## src/rtl/segbuf_rx.sv

```systemverilog
// EVR segmented data buffer receiver: comma phase tracking, frame parse, checksum.
// Define SEGBUF_RX_DBUS_EN to register the distributed bus byte onto dbus.
module segbuf_rx #(
    parameter int SEG_BYTES = 16,
    parameter int CNT_W     = 16
) (
    input  logic                   clk,
    input  logic                   reset,
    input  logic                   rx_valid,
    input  logic [15:0]            rx_data,
    input  logic [1:0]             rx_is_k,
    output logic                   seg_valid,
    output logic [7:0]             seg_addr,
    output logic [8*SEG_BYTES-1:0] seg_data,
    output logic                   chk_err,
    output logic                   proto_err,
    output logic [CNT_W-1:0]       ok_cnt,
    output logic [CNT_W-1:0]       err_cnt,
    output logic [7:0]             dbus
);
    localparam int IW = $clog2(SEG_BYTES);
    localparam logic [IW-1:0] LAST = IW'(SEG_BYTES - 1);

    typedef enum logic [2:0] {
        IDLE, ADDR, DATA, STOP, CHK_H, CHK_L
    } state_t;

    state_t                 state_q;
    logic                   phase_q;
    logic [15:0]            sum_q;
    logic [7:0]             addr_q;
    logic [7:0]             chk_hi_q;
    logic [IW-1:0]          idx_q;
    logic [8*SEG_BYTES-1:0] shadow_q;

    logic        comma, seg_w, k, sof, eof, match;
    logic        good_ev, chk_ev, prot_ev;
    logic [7:0]  b;
    logic [15:0] sum_nx;

    always_comb begin
        b      = rx_data[7:0];
        k      = rx_is_k[0];
        comma  = rx_is_k[1] && (rx_data[15:8] == 8'hBC);
        seg_w  = rx_valid && phase_q;
        sof    = k && (b == 8'h5C);
        eof    = k && (b == 8'h3C);
        sum_nx = sum_q + {8'h00, b};
        match  = ({chk_hi_q, b} == ~sum_q);
        good_ev = seg_w && (state_q == CHK_L) && !k && match;
        chk_ev  = seg_w && (state_q == CHK_L) && !k && !match;
        // STOP wants exactly K28.1; every other state wants data bytes
        prot_ev = seg_w && (state_q != IDLE) &&
                  (sof || ((state_q == STOP) ? !eof : k));
    end

    always_ff @(posedge clk or posedge reset) begin
        if (reset) begin
            state_q   <= IDLE;
            phase_q   <= 1'b0;
            sum_q     <= '0;
            addr_q    <= '0;
            chk_hi_q  <= '0;
            idx_q     <= '0;
            shadow_q  <= '0;
            seg_valid <= 1'b0;
            chk_err   <= 1'b0;
            proto_err <= 1'b0;
            seg_addr  <= '0;
            seg_data  <= '0;
            ok_cnt    <= '0;
            err_cnt   <= '0;
        end else begin
            seg_valid <= good_ev;
            chk_err   <= chk_ev;
            proto_err <= prot_ev;
            if (good_ev) begin
                seg_addr <= addr_q;
                seg_data <= shadow_q;
            end
            if (good_ev && (ok_cnt != '1))
                ok_cnt <= ok_cnt + 1'b1;
            if ((chk_ev || prot_ev) && (err_cnt != '1))
                err_cnt <= err_cnt + 1'b1;

            if (rx_valid)
                phase_q <= comma ? 1'b1 : ~phase_q;

            if (!rx_valid) begin
                state_q <= IDLE;
            end else if (phase_q) begin
                if (sof) begin
                    sum_q   <= '0;
                    state_q <= ADDR;
                end else if (prot_ev) begin
                    state_q <= IDLE;
                end else begin
                    unique case (state_q)
                        IDLE: state_q <= IDLE;
                        ADDR: begin
                            addr_q  <= b;
                            sum_q   <= sum_nx;
                            idx_q   <= '0;
                            state_q <= DATA;
                        end
                        DATA: begin
                            shadow_q[{idx_q, 3'b000} +: 8] <= b;
                            sum_q <= sum_nx;
                            idx_q <= idx_q + 1'b1;
                            if (idx_q == LAST)
                                state_q <= STOP;
                        end
                        STOP: state_q <= CHK_H;
                        CHK_H: begin
                            chk_hi_q <= b;
                            state_q  <= CHK_L;
                        end
                        CHK_L: state_q <= IDLE;
                        default: state_q <= IDLE;
                    endcase
                end
            end
        end
    end

`ifdef SEGBUF_RX_DBUS_EN
    logic [7:0] dbus_q;

    always_ff @(posedge clk or posedge reset) begin
        if (reset)
            dbus_q <= '0;
        else if (rx_valid && !phase_q)
            dbus_q <= rx_data[7:0];
    end

    assign dbus = dbus_q;
`else
    assign dbus = 8'h00;
`endif

endmodule
```

## config.mk

```make
export PLATFORM = sky130hd
export DESIGN_NAME = segbuf_rx
export DESIGN_NICKNAME = d
export VERILOG_FILES = /design/src/rtl/segbuf_rx.sv
export SDC_FILE = /design/constraint.sdc
export NUM_CORES = 1
export LEC_CHECK = 0
export ABC_AREA = 1
export CAP_MARGIN = 40
export CORE_MARGIN = 3
export CORE_UTILIZATION = 40
export DETAILED_ROUTE_END_ITERATION = 6
export PLACE_DENSITY_LB_ADDON = 0.12
export SYNTH_ARGS = -nofsm -noshare
export SYNTH_HDL_FRONTEND = slang
export SYNTH_SLANG_ARGS = --single-unit
```

## constraint.sdc

```tcl
create_clock -name clk -period 14.75 [get_ports clk]
set_clock_uncertainty 0.1 [all_clocks]
set_input_delay 3.6875 -clock clk [delete_from_list [all_inputs] [get_ports clk]]
set_output_delay 3.6875 -clock clk [all_outputs]
set_load 0.02 [all_outputs]
```

==> flow_metrics.env, run 1 <==
export IMPL_relSlewSlack=0.335
export IMPL_nets=2112
export IMPL_ys_warn_count=0
export IMPL_htree_levels=2
export IMPL_grt_max_degree=176
export IMPL_syn_area_sq_mm=0.0163
export IMPL_cpPeakStageDelay_ns=0.74
export IMPL_peakVddDrop_uv=75.2
export IMPL_fin_util=0.496
export IMPL_path_common_cell="nand2_1"
export IMPL_first_iter_violations=1133
export IMPL_max_clock_freq_mhz=144
export IMPL_hold_ws_ns=0.370
export IMPL_seqPwrFrac=0.458
export IMPL_final_area_sq_mm=0.0199
export IMPL_via_per_inst=4.99
export IMPL_maxCapViolations=0
export IMPL_drc=0
export IMPL_ant_nets=0
export IMPL_vias=13117
export IMPL_synthTopCellsByArea="dfrtp_1 (52%), nand2_1 (12%), nand3_1 (6.1%)"
export IMPL_status="finished clean"
export IMPL_arrival_ns=7.31
export IMPL_fp_dieW_um=208
export IMPL_slew_violations=0
export IMPL_grt_pass1_wl_mm=72.2
export IMPL_yosys_register_bits=339
export IMPL_required_ns=15.13
export IMPL_clock_sinks=339
export IMPL_drive_gt1_frac=0.0537
export IMPL_grt_use_total=0.205
export IMPL_p_sw_mw=0.447
export IMPL_syn_to_final_growth_pct=21.7
export IMPL_clockRootBuffer="clkbuf_16"
export IMPL_clock_path_buffers=3
export IMPL_layout_setup_ws_ns=7.82
export IMPL_crit_slowest_cell="clkdlybuf4s50_1"
export IMPL_total_power_mw=2.04
export IMPL_leakage_nw=9.16
export IMPL_worst_pin_slew_ns=0.997
export IMPL_p_comb_frac=0.035
export IMPL_ys_seq_area_frac=0.520
export IMPL_dp_hpwl_mm=30.8
export IMPL_fill_cells=3872
export IMPL_clkTransAtPathRegs_ns=0.06
export IMPL_synthTopCellsByCount="nand2_1 (520), dfrtp_1 (339), inv_1 (214), nand3_1 (198), o21ai_0 (151)"
export IMPL_grt_overflow=0
export IMPL_wl_per_cell_um=17.0
export IMPL_crit_path_start_kind="input port"
export IMPL_synth_cells=1926
export IMPL_rsz0062_at_grt="no"
export IMPL_synth_ff_type="dfrtp_1"
export IMPL_hold_path_class="reg2reg"
export IMPL_synth_most_common_cell="nand2_1"
export IMPL_io_pins=200
export IMPL_gp_congestion=0.883
export IMPL_clkPwrFrac=0.507
export IMPL_fin_setup_tns_ns=0
export IMPL_cp_cell_sequence="clkdlybuf4s50_1 > ha_1 > nand2_1 > inv_1 > nand2_1 > nor3_1 > nand3_1 > nor2_2 > nand2_1 > inv_1 > nand2_1 > nand2_1"
export IMPL_die_height_um=208
export IMPL_insertion_delay_ns=0.55
export IMPL_syn_avg_cell_area_sq_um=8.47
export IMPL_numCtsBuffers=40
export IMPL_cts_setup_buffers=0
export IMPL_switching_share=0.219
export IMPL_start_util=0.408
export IMPL_row_count=73
export IMPL_place_inst=2559
export IMPL_fin_crit_ns=6.93
export IMPL_coreArea_sq_mm=0.0400
export IMPL_finalNonFillerCells=2628
export IMPL_antenna_cells=0
export IMPL_cts_hold_buf=0
export IMPL_finalWirelength_mm=44.7
export IMPL_cellPowerDensity_mw_per_mm2=103
export IMPL_postPlaceCellArea_sq_mm=0.0185
export IMPL_setup_viol=0
export IMPL_ctsResizeCount=0
export IMPL_synthArstFlopShare=1.00
export IMPL_p_int_mw=1.59
export IMPL_port_buffers=191
export IMPL_tritoncts="built"
export IMPL_timing_worst_setup_path_type="in2reg"
export IMPL_antenna_found_initial=0
export IMPL_pre_cts_ws_ns=7.29
export IMPL_synth_top_area_cell="dfrtp_1"
export IMPL_worst_path_max_fanout=21
export IMPL_firstDrtPassIters=5
export IMPL_synth_distinct_cells=40
export IMPL_synth_edf_count=0
export IMPL_dieArea_sq_mm=0.0432
export IMPL_endpoint_kind="flip-flop"
export IMPL_period_share=0.470
export IMPL_hold_viol=0
export IMPL_grt_pass1_vias=12733
export IMPL_synth_top_area_frac=0.520
## critical path: cells and delay by family
kind          cells  cell delay, ns
fa+ha+maj         1            0.55
buf+inv           3            1.32
simple gates      8            1.73
## registers in the layout, summed over array words and instances, names as in the netlist
register   count
seg_data     128
shadow_q     128
err_cnt       16
ok_cnt        16
sum_q         16
addr_q         8
chk_hi_q       8
seg_addr       8
idx_q          4
state_q        3
chk_err        1
phase_q        1
proto_err      1
seg_valid      1
## power groups by stage
stage / clock (mW) / sequential (mW) / combinational [mW]
3_3_place_gp: 0 / 0.951 / 0.0720
2_1_floorplan: 0 / 0.951 / 0.0492
4_1_cts: 1.06 / 0.934 / 0.0726
6_report: 1.04 / 0.935 / 0.0714
3_5_place_dp: 0 / 0.951 / 0.0725
5_1_grt: 1.10 / 0.934 / 0.0798
## routing by layer
metal  vias to the layer above  global-route usage  part of all wire
met4                         0              0.0532             0.022
met1                      6247               0.300              0.47
li1                       6478                   -                 -
met3                        71              0.0357             0.053
met2                       321               0.318              0.45
met5                         -                   0                 0
## cell type report
| class | instances | area, sq um | area share |
|---|---|---|---|
| clock buffer | 56 | 1150 | 0.0580 |
| clock inverter | 13 | 221 | 0.0112 |
| inverter | 231 | 877 | 0.0442 |
| multi-input combinational | 1263 | 6430 | 0.324 |
| sequential | 339 | 8480 | 0.427 |
| tap | 525 | 657 | 0.0331 |
| timing repair buffer | 201 | 2030 | 0.102 |
## logic make-up after synthesis
kind of cell / share of synthesized area
simple gates: 0.246
other cells: 0.000230
buf+inv: 0.0882
flops: 0.520
xor+xnor: 0.0230
compound gates: 0.111
fa+ha+maj: 0.0120
## worst paths after layout
path | start | to | slack [ns] | cells after the start
max in group asynchronous | reset | err_cnt[2] | 9.54 | 3
hold / removal | seg_addr[1] | seg_addr[1] | 0.37 | 2
setup / recovery | rx_data[4] | ok_cnt[11] | 7.82 | 12
hold reg to reg | seg_addr[1] | seg_addr[1] | 0.37 | 2
setup reg to reg | idx_q[0] | shadow_q[48] | 10.90 | 10
min in group asynchronous | reset | ok_cnt[15] | 3.54 | 2
## layout by cell type, fill, tap and decap left out, types with 27 or more instances in the layout
cell type,netlist,final
nor3_1,60,60
o21ai_0,151,151
nand3_1,198,197
clkdlybuf4s50_1,0,191
xor2_1,27,27
inv_1,214,213
nand2_1,520,520
clkbuf_16,0,41
o21bai_1,130,130
nor2_1,62,62
dfrtp_1,339,339
Note: power is estimated with default switching activity, not from simulation.
==> run 2: changes to the inputs <==
- clock period: 14.75 -> 7.1 ns (I/O delays scaled with it)
==> run 2 against run 1 <==
Setup slack worse by 5.4 ns; final area up 0.67%; non-clock buffer count up 9; register-to-register slack worse by 7.7 ns; global-route usage down 0.13 points; total power up 110%; core utilization up 0.33 points.
==> flow_metrics.env, run 2 (same netlist as run 1, synthesis figures left out) <==
export IMPL_status="finished clean"
export IMPL_grt_max_degree=169
export IMPL_slew_violations=0
export IMPL_dieArea_sq_mm=0.0432
export IMPL_path_common_cell="nand2_1"
export IMPL_syn_to_final_growth_pct=22.5
export IMPL_via_per_inst=4.97
export IMPL_multiInputGateArea_sq_mm=0.00643
export IMPL_setup_viol=0
export IMPL_layout_cells_most_common="nand2_1"
export IMPL_peakVddDrop_uv=138
export IMPL_antenna_found_initial=0
export IMPL_ctsResizeCount=0
export IMPL_fp_dieW_um=208
export IMPL_max_clock_freq_mhz=213
export IMPL_fin_util=0.500
export IMPL_largest_registers="seg_data x128, shadow_q x128"
export IMPL_worst_path_max_fanout=21
export IMPL_wl_per_cell_um=16.7
export IMPL_row_count=73
export IMPL_critPathBufInv=3
export IMPL_r2r_slack_ns=3.22
export IMPL_cellPowerDensity_mw_per_mm2=212
export IMPL_fill_cells=3859
export IMPL_crit_slowest_cell="clkdlybuf4s50_1"
export IMPL_clock_sinks=339
export IMPL_io_pins=200
export IMPL_cpPeakStageDelay_ns=0.68
export IMPL_hold_ws_ns=0.367
export IMPL_cts_hold_buf=0
export IMPL_regArea_sq_mm=0.00848
export IMPL_clockRootBuffer="clkbuf_16"
export IMPL_leakage_nw=9.22
export IMPL_crit_family="simple AND/OR/NAND/NOR gates"
export IMPL_drive_gt1_frac=0.0605
export IMPL_cts_setup_buffers=0
export IMPL_finalWirelength_mm=44.2
export IMPL_cp_cell_sequence="clkdlybuf4s50_1 > ha_1 > nand2_1 > inv_1 > nand2_1 > nor3_1 > nand3_1 > nor2_2 > nand2_1 > inv_1 > nand2_1 > nand2_1"
export IMPL_nets=2121
export IMPL_start_util=0.408
export IMPL_hold_path_class="reg2reg"
export IMPL_rsz0062_at_grt="no"
export IMPL_worst_pin_slew_ns=0.941
export IMPL_first_iter_violations=970
export IMPL_ant_nets=0
export IMPL_antenna_cells=0
export IMPL_clock_path_buffers=3
export IMPL_gp_congestion=0.874
export IMPL_drc=0
export IMPL_required_ns=7.49
export IMPL_insertion_delay_ns=0.57
export IMPL_relSlewSlack=0.372
export IMPL_grt_pass1_wl_mm=71.9
export IMPL_coreArea_sq_mm=0.0400
export IMPL_vias=13141
export IMPL_maxCapViolations=0
export IMPL_hold_viol=0
export IMPL_port_buffers=191
export IMPL_grt_pass1_vias=12758
export IMPL_timing_worst_setup_path_type="in2reg"
export IMPL_grt_overflow=0
export IMPL_period_share=0.660
export IMPL_htree_levels=2
export IMPL_grt_use_total=0.204
export IMPL_total_power_mw=4.23
export IMPL_dp_hpwl_mm=29.8
export IMPL_die_height_um=208
export IMPL_fin_setup_tns_ns=0
export IMPL_numCtsBuffers=40
export IMPL_clkTransAtPathRegs_ns=0.06
export IMPL_crit_path_start_kind="input port"
export IMPL_firstDrtPassIters=6
export IMPL_final_cell_mix="nand2_1 (520), dfrtp_1 (339), inv_1 (213), nand3_1 (197), clkdlybuf4s50_1 (191)"
export IMPL_tritoncts="built"
export IMPL_endpoint_kind="flip-flop"
export IMPL_fin_crit_ns=4.69
export IMPL_arrival_ns=5.08
-- run 2: cell types whose count changed in the layout (fill, tap and decap cells not counted), moves of 2 or more --
cell,delta
buf_4,+5
bufinv_16,-2
clkinvlp_4,+4
buf_12,+3
clkbuf_8,+2
-- run 2: area by class of cell --
cell class                 instances  share of cell area
sequential                       339               0.424
multi-input combinational       1263               0.322
timing repair buffer             210               0.108
clock buffer                      56              0.0576
inverter                         231              0.0437
tap                              525              0.0329
clock inverter                    18              0.0117
-- run 2: worst paths after layout --
kind                             start            to  cells after the start
min reg2reg                seg_addr[2]   seg_addr[2]                      2
max in group asynchronous        reset  shadow_q[94]                      3
min in group asynchronous        reset   seg_data[5]                      2
min                        seg_addr[2]   seg_addr[2]                      2
max reg2reg                   idx_q[0]  shadow_q[54]                     10
max                         rx_data[5]     ok_cnt[4]                     12
-- run 2: metrics by stage --
stage	setup slack [ns]	area [sq um]	cells
after global placement	1.86	18500	2565
after floorplan	0.692	16300	1933
final	2.41	20000	2642
after detailed placement	1.85	18600	2568
after global routing	2.06	20000	2642
after CTS	2.40	20000	2642
-- run 2: tightest hold or removal path: stages (launching register included) --
cell,delay (ns)
dfrtp_1,0.34
nand2_1,0.05
nand2_1,0.04
-- run 2: where the power goes --
group          switching, mW  internal [mW]  total, mW
Sequential           0.00503           1.94       1.94
Combinational          0.123         0.0340      0.157
Clock                  0.840           1.29       2.13
Total                  0.968           3.26       4.23
-- run 2: routing by layer --
layer  vias to the layer above  GRT usage  wire length (um)
met2                       337      0.312             19800
met5                         -          0                 0
met1                      6235      0.301             21100
li1                       6511          -                 -
met3                        58     0.0401              2460
met4                         0     0.0460               828
